==> src/rtl/vpu_pkg.sv <==
// Shared VPU definitions: default widths, instruction-register field layout
// and the fetch-stage FSM encoding.
package vpu_pkg;

  localparam int VPU_DATA_W = 32;
  localparam int VPU_ADDR_W = 8;

  // IR field positions, shared with execute; isrc overlays rsrc2 when imm_mode=1
  localparam int OPER_TYPE_MSB = 31;
  localparam int OPER_TYPE_LSB = 28;
  localparam int RDST_MSB      = 27;
  localparam int RDST_LSB      = 24;
  localparam int RSRC1_MSB     = 23;
  localparam int RSRC1_LSB     = 20;
  localparam int IMM_MODE_BIT  = 19;
  localparam int RSRC2_MSB     = 18;
  localparam int RSRC2_LSB     = 15;
  localparam int ISRC_MSB      = 18;
  localparam int ISRC_LSB      = 0;

  typedef enum logic [1:0] {
    FS_RUN,
    FS_DRAIN,
    FS_HALTED
  } fetch_state_e;

endpackage

==> src/rtl/fetch_buf.sv <==
// Two-entry {instr, pc} FIFO. The head entry lives in dedicated registers so
// the execute-facing outputs come straight from flops.
module fetch_buf
  import vpu_pkg::*;
#(
  parameter int ADDR_W = VPU_ADDR_W,
  parameter int DATA_W = VPU_DATA_W
) (
  input  logic              clk,
  input  logic              rst,
  input  logic              push,
  input  logic [DATA_W-1:0] push_instr,
  input  logic [ADDR_W-1:0] push_pc,
  input  logic              pop,
  input  logic              flush,
  output logic [DATA_W-1:0] head_instr,
  output logic [ADDR_W-1:0] head_pc,
  output logic              full,
  output logic              empty,
  output logic [1:0]        count
);

  logic [DATA_W-1:0] tail_instr;
  logic [ADDR_W-1:0] tail_pc;

  // NOTE: the storage is reset too, because head_* drive ir_out/pc_out and
  // those must read as zero out of reset; only two entries, so it is cheap.
  always_ff @(posedge clk or posedge rst) begin
    if (rst) begin
      count      <= 2'd0;
      head_instr <= '0;
      head_pc    <= '0;
      tail_instr <= '0;
      tail_pc    <= '0;
    end else if (flush) begin
      count <= 2'd0;
    end else begin
      unique case ({push, pop})
        2'b10: begin
          if (count == 2'd0) begin
            head_instr <= push_instr;
            head_pc    <= push_pc;
          end else begin
            tail_instr <= push_instr;
            tail_pc    <= push_pc;
          end
          count <= count + 2'd1;
        end
        2'b01: begin
          head_instr <= tail_instr;
          head_pc    <= tail_pc;
          count      <= count - 2'd1;
        end
        2'b11: begin
          // Simultaneous push/pop: occupancy unchanged, queue shifts by one
          if (count == 2'd1) begin
            head_instr <= push_instr;
            head_pc    <= push_pc;
          end else begin
            head_instr <= tail_instr;
            head_pc    <= tail_pc;
            tail_instr <= push_instr;
            tail_pc    <= push_pc;
          end
        end
        default: ;
      endcase
    end
  end

  assign full  = (count == 2'd2);
  assign empty = (count == 2'd0);

endmodule

==> src/rtl/inst_fetch.sv <==
// Instruction fetch stage: issues word reads to a 1-cycle synchronous imem,
// buffers the returned words and hands them to execute over valid/ready.
module inst_fetch
  import vpu_pkg::*;
#(
  parameter int                ADDR_W   = VPU_ADDR_W,
  parameter int                DATA_W   = VPU_DATA_W,
  parameter logic [ADDR_W-1:0] RESET_PC = '0
) (
  input  logic              clk,
  input  logic              rst,
  output logic              imem_en,
  output logic [ADDR_W-1:0] imem_addr,
  input  logic [DATA_W-1:0] imem_rdata,
  output logic [DATA_W-1:0] ir_out,
  output logic [ADDR_W-1:0] pc_out,
  output logic              ir_valid,
  input  logic              ir_ready,
  input  logic              redirect_valid,
  input  logic [ADDR_W-1:0] redirect_pc,
  input  logic              halt,
  output logic              halted
);

  fetch_state_e      state;
  logic [ADDR_W-1:0] pc;
  logic [ADDR_W-1:0] resp_pc;
  logic              live;
  logic              outstanding;
  logic              squash;
  logic              pop;
  logic              push;
  logic              buf_empty;
  logic              buf_full_unused;
  logic [1:0]        buf_count;
  logic [2:0]        credit_sum;

  assign pop  = ir_valid && ir_ready;
  assign push = outstanding && !squash;

  // NOTE: issue is decided combinationally from this cycle's pop; a registered
  // decision could not keep one-per-cycle throughput without overflowing the
  // two-entry buffer when ready drops.
  always_comb begin
    credit_sum = {1'b0, buf_count} + {2'b00, outstanding} - {2'b00, pop};
    imem_en    = live && (state == FS_RUN) && !halt && (credit_sum < 3'd2);
    imem_addr  = imem_en ? pc : '0;
  end

  always_ff @(posedge clk or posedge rst) begin
    if (rst) begin
      state       <= FS_RUN;
      pc          <= RESET_PC;
      resp_pc     <= '0;
      live        <= 1'b0;
      outstanding <= 1'b0;
      squash      <= 1'b0;
    end else begin
      live        <= 1'b1;
      outstanding <= imem_en;
      // A request issued in the redirect cycle returns next cycle and is dropped
      squash      <= redirect_valid && imem_en;
      if (imem_en) resp_pc <= pc;

      if (redirect_valid) pc <= redirect_pc;
      else if (imem_en)   pc <= pc + ADDR_W'(1);

      unique case (state)
        FS_RUN:    if (halt) state <= outstanding ? FS_DRAIN : FS_HALTED;
        FS_DRAIN: begin
          if (!halt)             state <= FS_RUN;
          else if (!outstanding) state <= FS_HALTED;
        end
        FS_HALTED: if (!halt) state <= FS_RUN;
        default:   state <= FS_RUN;
      endcase
    end
  end

  fetch_buf #(
    .ADDR_W (ADDR_W),
    .DATA_W (DATA_W)
  ) u_buf (
    .clk        (clk),
    .rst        (rst),
    .push       (push),
    .push_instr (imem_rdata),
    .push_pc    (resp_pc),
    .pop        (pop),
    .flush      (redirect_valid),
    .head_instr (ir_out),
    .head_pc    (pc_out),
    .full       (buf_full_unused),
    .empty      (buf_empty),
    .count      (buf_count)
  );

  assign ir_valid = !buf_empty;
  assign halted   = (state == FS_HALTED);

endmodule

==> config.mk <==
export PLATFORM = sky130hd
export DESIGN_NAME = inst_fetch
export DESIGN_NICKNAME = d
export VERILOG_FILES = /design/src/rtl/vpu_pkg.sv /design/src/rtl/fetch_buf.sv /design/src/rtl/inst_fetch.sv
export SDC_FILE = /design/constraint.sdc
export NUM_CORES = 1
export LEC_CHECK = 0
export ABC_AREA = 1
export ABC_CLOCK_PERIOD_IN_PS = 4300
export BUFFER_PORTS_ARGS = -buffer_cell sky130_fd_sc_hd__buf_2
export CORE_ASPECT_RATIO = 0.75
export CORE_UTILIZATION = 55
export DETAILED_ROUTE_END_ITERATION = 7
export GPL_ROUTABILITY_DRIVEN = 1
export PLACE_DENSITY = 0.79
export SYNTH_ARGS = -nofsm -noshare
export SYNTH_HDL_FRONTEND = slang
export SYNTH_HIERARCHICAL = 1
export SYNTH_SLANG_ARGS = --single-unit
==> constraint.sdc <==
create_clock -name clk -period 4.3 [get_ports clk]
set_input_delay 0.43 -clock clk [delete_from_list [all_inputs] [get_ports clk]]
set_output_delay 0.43 -clock clk [all_outputs]
set_load 0.03 [all_outputs]
* After elaboration in Yosys (flattened, before gate mapping) *
Cells that the tools add are included.

cells by class
  add/sub/neg operators = 5
  order comparisons = 1
  eq/ne operators = 12
  mux-type cells = 23
  bitwise operators = 1
  reduce and logical (&&, ||, !) cells = 18

operators with widths
  kind                                                                   number
  32-bit two-way mux                                                     4
  32-bit one-hot mux with 3 select lines                                 1
  32-bit one-hot mux with 2 select lines                                 1
  8-bit two-way mux                                                      7
  8-bit one-hot mux with 3 select lines                                  1
  8-bit one-hot mux with 2 select lines                                  1
  2-bit two-way mux                                                      6
  2-bit != test (second input constant)                                  5
  8-bit by 1-bit adder with 8-bit output (second input constant)         1
  2-bit by 1-bit == test with 1-bit output (second input constant)       3
  2-bit == test (second input constant)                                  3
  1-bit logical AND                                                      6
  2-bit one-hot mux with 3 select lines                                  1
  3-bit AND reduction                                                    2
  3-bit nonzero test                                                     2
  2-bit zero test                                                        2
  2-bit one-hot mux with 2 select lines                                  1
  4-bit AND reduction                                                    1
  2-bit nonzero test                                                     2
  2-bit by 1-bit adder with 3-bit output                                 1
  1-bit zero test                                                        3
  3-bit by 2-bit < comparator with 1-bit output (second input constant)  1
  3-bit != test (second input constant)                                  1
  3-bit by 1-bit subtractor with 3-bit output                            1
  other kinds (3)                                                        3

storage, ports and cells
  register bits = 103
  input port bits = 45
  word-level logic and storage cells = 71

* Depth between registers and ports, before layout *
  depth in word-level cells = 8
  gate-level depth with buffers = 13

* Cells and area by module *
The synthesis kept the hierarchy.

by module, submodules not included
  module      instances  cells an instance  area an instance (sq um)
  fetch_buf   1          554                4,095.2
  inst_fetch  1          159                1,239.9

* Worst setup path after synthesis *
Ideal clock, no wire load.

  path type = flip-flop to output port
  start point = reg u_buf.count[1]
  end point = out imem_addr[1]
  arrival = 2.628 ns
  path slack = 1.242 ns
  stages on the path, launching flop included = 11
  buffers on the path = 0
  cells stage by stage = dfrtp_1 inv_1 ha_1 nor2_1 ha_1 or2_2 fa_1 nand3_4 nor2_8 nand2_1 inv_1

between the ends
  longest elaborated chain between the ends = 7

RTL lines
  element                                        line              RTL
  start, declared                                fetch_buf.sv:20   output logic [1:0] count
  start signal, assigned                         fetch_buf.sv:47   count <= count + 2'd1;
  start signal, assigned                         fetch_buf.sv:52   count <= count - 2'd1;
  2-bit zero test                                fetch_buf.sv:72   assign empty = (count == 2'd0);
  net buf_empty                                  inst_fetch.sv:33  logic buf_empty;
  1-bit zero test                                inst_fetch.sv:98  assign ir_valid = !buf_empty;
  1-bit logical AND                              inst_fetch.sv:38  assign pop = ir_valid && ir_ready;
  net pop                                        inst_fetch.sv:31  logic pop;
  3-bit by 1-bit subtractor with 3-bit output    inst_fetch.sv:45  credit_sum = {1'b0, buf_count} + {2'b00, outstanding} - {2'b00, pop};
  3-bit by 2-bit < comparator with 1-bit output  inst_fetch.sv:46  imem_en = live && (state == FS_RUN) && !halt && (credit_sum < 3'd2);
  1-bit logical AND                              inst_fetch.sv:46
  net imem_en                                    inst_fetch.sv:12  output logic imem_en,
  8-bit two-way mux                              inst_fetch.sv:47  imem_addr = imem_en ? pc : '0;
  end, declared                                  inst_fetch.sv:13  output logic [ADDR_W-1:0] imem_addr,

The timed path passes the listed nets, and every way through them passes these cells.

* Worst setup path in the final report *
  start point = reg u_buf.count[1]
  end point = out imem_addr[2]

between the ends
  longest elaborated chain between the ends = 7

RTL lines
  element                                        line
  2-bit zero test                                fetch_buf.sv:72
  net buf_empty                                  inst_fetch.sv:33
  1-bit zero test                                inst_fetch.sv:98
  1-bit logical AND                              inst_fetch.sv:38
  net pop                                        inst_fetch.sv:31
  3-bit by 1-bit subtractor with 3-bit output    inst_fetch.sv:45
  3-bit by 2-bit < comparator with 1-bit output  inst_fetch.sv:46
  1-bit logical AND                              inst_fetch.sv:46
  8-bit two-way mux                              inst_fetch.sv:47

The timed path passes the listed nets, and every way through them passes these cells.

==> results.yml <==
outcome:
  outcome: "complete, no violations"
global_routing:
  grt_use_met1_pct: 37.9
  antenna_found_initial: 0
  met2_usage_pct: 45.3
  gr-total-overflow: 0
  busiest_layer: "met2"
  grt_pass1_vias: 4501
  use_met3_pct: 5.15
  grt_pass1_wl_um: 21600
  grtUsageTotal_pct: 27.5
  grt_max_degree: 55
clock_network:
  cts_tree: "yes"
  postCtsSetupBuffers: 0
  clockBufferDepth: 2
  cts_sinks: 103
  cts_made_buffers: 9
  hold_buffers: 0
  insertion_delay_ns: 0.34
  clk_pin_slew_ns: 0.07
  h-tree-depth: 3
  cts-root-buf: "clkbuf_16"
  ctsResizeCount: 0
floorplan:
  initial_utilization_pct: 57.6
  core_area_um2: 9230
  io_pins: 96
  chipHeight_um: 87.2
  dieArea_um2: 10100
  die_w_um: 116
  rows: 30
final_layout:
  fillers: 824
  final_nets: 840
  register_area_um2: 2580
  area_growth_pct: 15.7
  diodes: 0
  final_common_cell: "nand2_1"
  layout_common_cells: "nand2_1 (240), nand3_1 (173), inv_1 (108)"
  multi_input_area_um2: 2160
  drive_above_1_share_pct: 17.6
routing:
  ant_nets: 0
  wl_per_cell_um: 13.9
  wirelength_um: 12800
  first_pass_iters: 5
  drtIter0Drc: 326
  vias_per_cell: 5.27
  drc_errors: 0
  vias: 4862
setup_path:
  path_max_fanout: 10
  r2r_start: "u_buf/count[1]"
  reg2reg_slack_ns: 1.14
  crit_required_ns: 3.87
  r2r-end: "u_buf/head_instr[6]"
  worstSetupStartpointType: "flop"
  cp.arrival_ns: 3.12
  crit_path_end_kind: "primary output"
  reg2reg_depth: 10
  crit_type: "flop to primary output"
hold_path:
  worstHoldPathType: "input pin to asynchronous set/reset pin"
pwr:
  p_leak_nw: 3.61
  p_total_mw: 3.94
  powerDensity_nw_per_um2: 640
  ir_drop_uv: 393
sta:
  slew_headroom_pct: 34.7
  final-setup-viol-count: 0
  tightest_slew_ns: 0.977
  fin_tns_setup_ns: 0
  finalHoldViolCount: 0
  rsz0062_at_grt: "false"
  min_period_over_period_pct: 82.5
  period_needed_ns: 3.55
  fmax_ghz: 0.282
  fin_worst_skew_ns: 0.00421
  timing.final.max_slew_violations: 0
place:
  place.gp.congestion: 0.868
  portBuffers: 95
  hpwl_um: 8420
logic_synthesis:
  synth_nets: 763
  synthCells: 712
  syn_area_per_cell_um2: 7.48
  syn_area_um2: 5320
  synth_warnings: 6
run:
  drv_cap: 0
-- critical path, cell delays in order (launching register included) --
cell and delay, ns:
dfrtp_1 0.44, inv_1 0.12, ha_1 0.30, nor2_4 0.07, ha_1 0.28, or2_2 0.30
fa_1 0.39, nand2_1 0.19, nand3_4 0.14, nor2_8 0.19, nand2_1 0.11, inv_1 0.06
buf_2 0.18
-- metal layers --
layer / share of wire, % / vias to the layer above
li1: - / 2360
met2: 46 / 198
met4: 0.76 / 0
met5: 0 / -
met3: 7.4 / 8
met1: 45 / 2296
-- cell type report --
class / instances / share of cell area [%]
sequential: 103 / 41.8
multi-input combinational: 459 / 35.1
clock inverter: 6 / 0.975
clock buffer: 10 / 3.88
tap: 128 / 2.60
inverter: 112 / 6.84
timing repair buffer: 104 / 8.81
-- flip-flops by register name (all words and copies together), names as in the netlist --
name,cells
outstanding,1
u_buf/tail_instr,32
u_buf/tail_pc,8
u_buf/head_instr,32
state,2
u_buf/head_pc,8
u_buf/count,2
squash,1
pc,8
resp_pc,8
live,1
-- report_power, final --
part | internal, mW | total, mW | switching, mW
combinational | 0.487 | 1.59 | 1.10
clock | 0.464 | 0.818 | 0.354
sequential | 1.31 | 1.54 | 0.224
-- worst max path at each step --
stage | startpoint | endpoint
floorplan | u_buf/count[1] | imem_addr[1]
global placement | u_buf/count[1] | imem_addr[2]
detailed placement | u_buf/count[1] | imem_addr[1]
CTS | u_buf/count[1] | imem_addr[1]
global route | u_buf/count[1] | imem_addr[1]
finish | u_buf/count[1] | imem_addr[2]
-- metrics by stage --
| stage | hold WS (ns) | cells | area, um^2 | setup slack (ns) | util, % |
|---|---|---|---|---|---|
| after floorplan | 0.407 | 712 | 5320 | 1.27 | - |
| after global placement | 0.453 | 906 | 5860 | 1.21 | 63.5 |
| after detailed placement | 0.458 | 906 | 5860 | 1.11 | 63.5 |
| after CTS | 0.297 | 922 | 6160 | 0.715 | 66.7 |
| after global routing | 0.316 | 922 | 6160 | 0.530 | 66.7 |
| final | 0.265 | 922 | 6160 | 0.751 | 66.7 |
(Power assumes the default switching activity.)
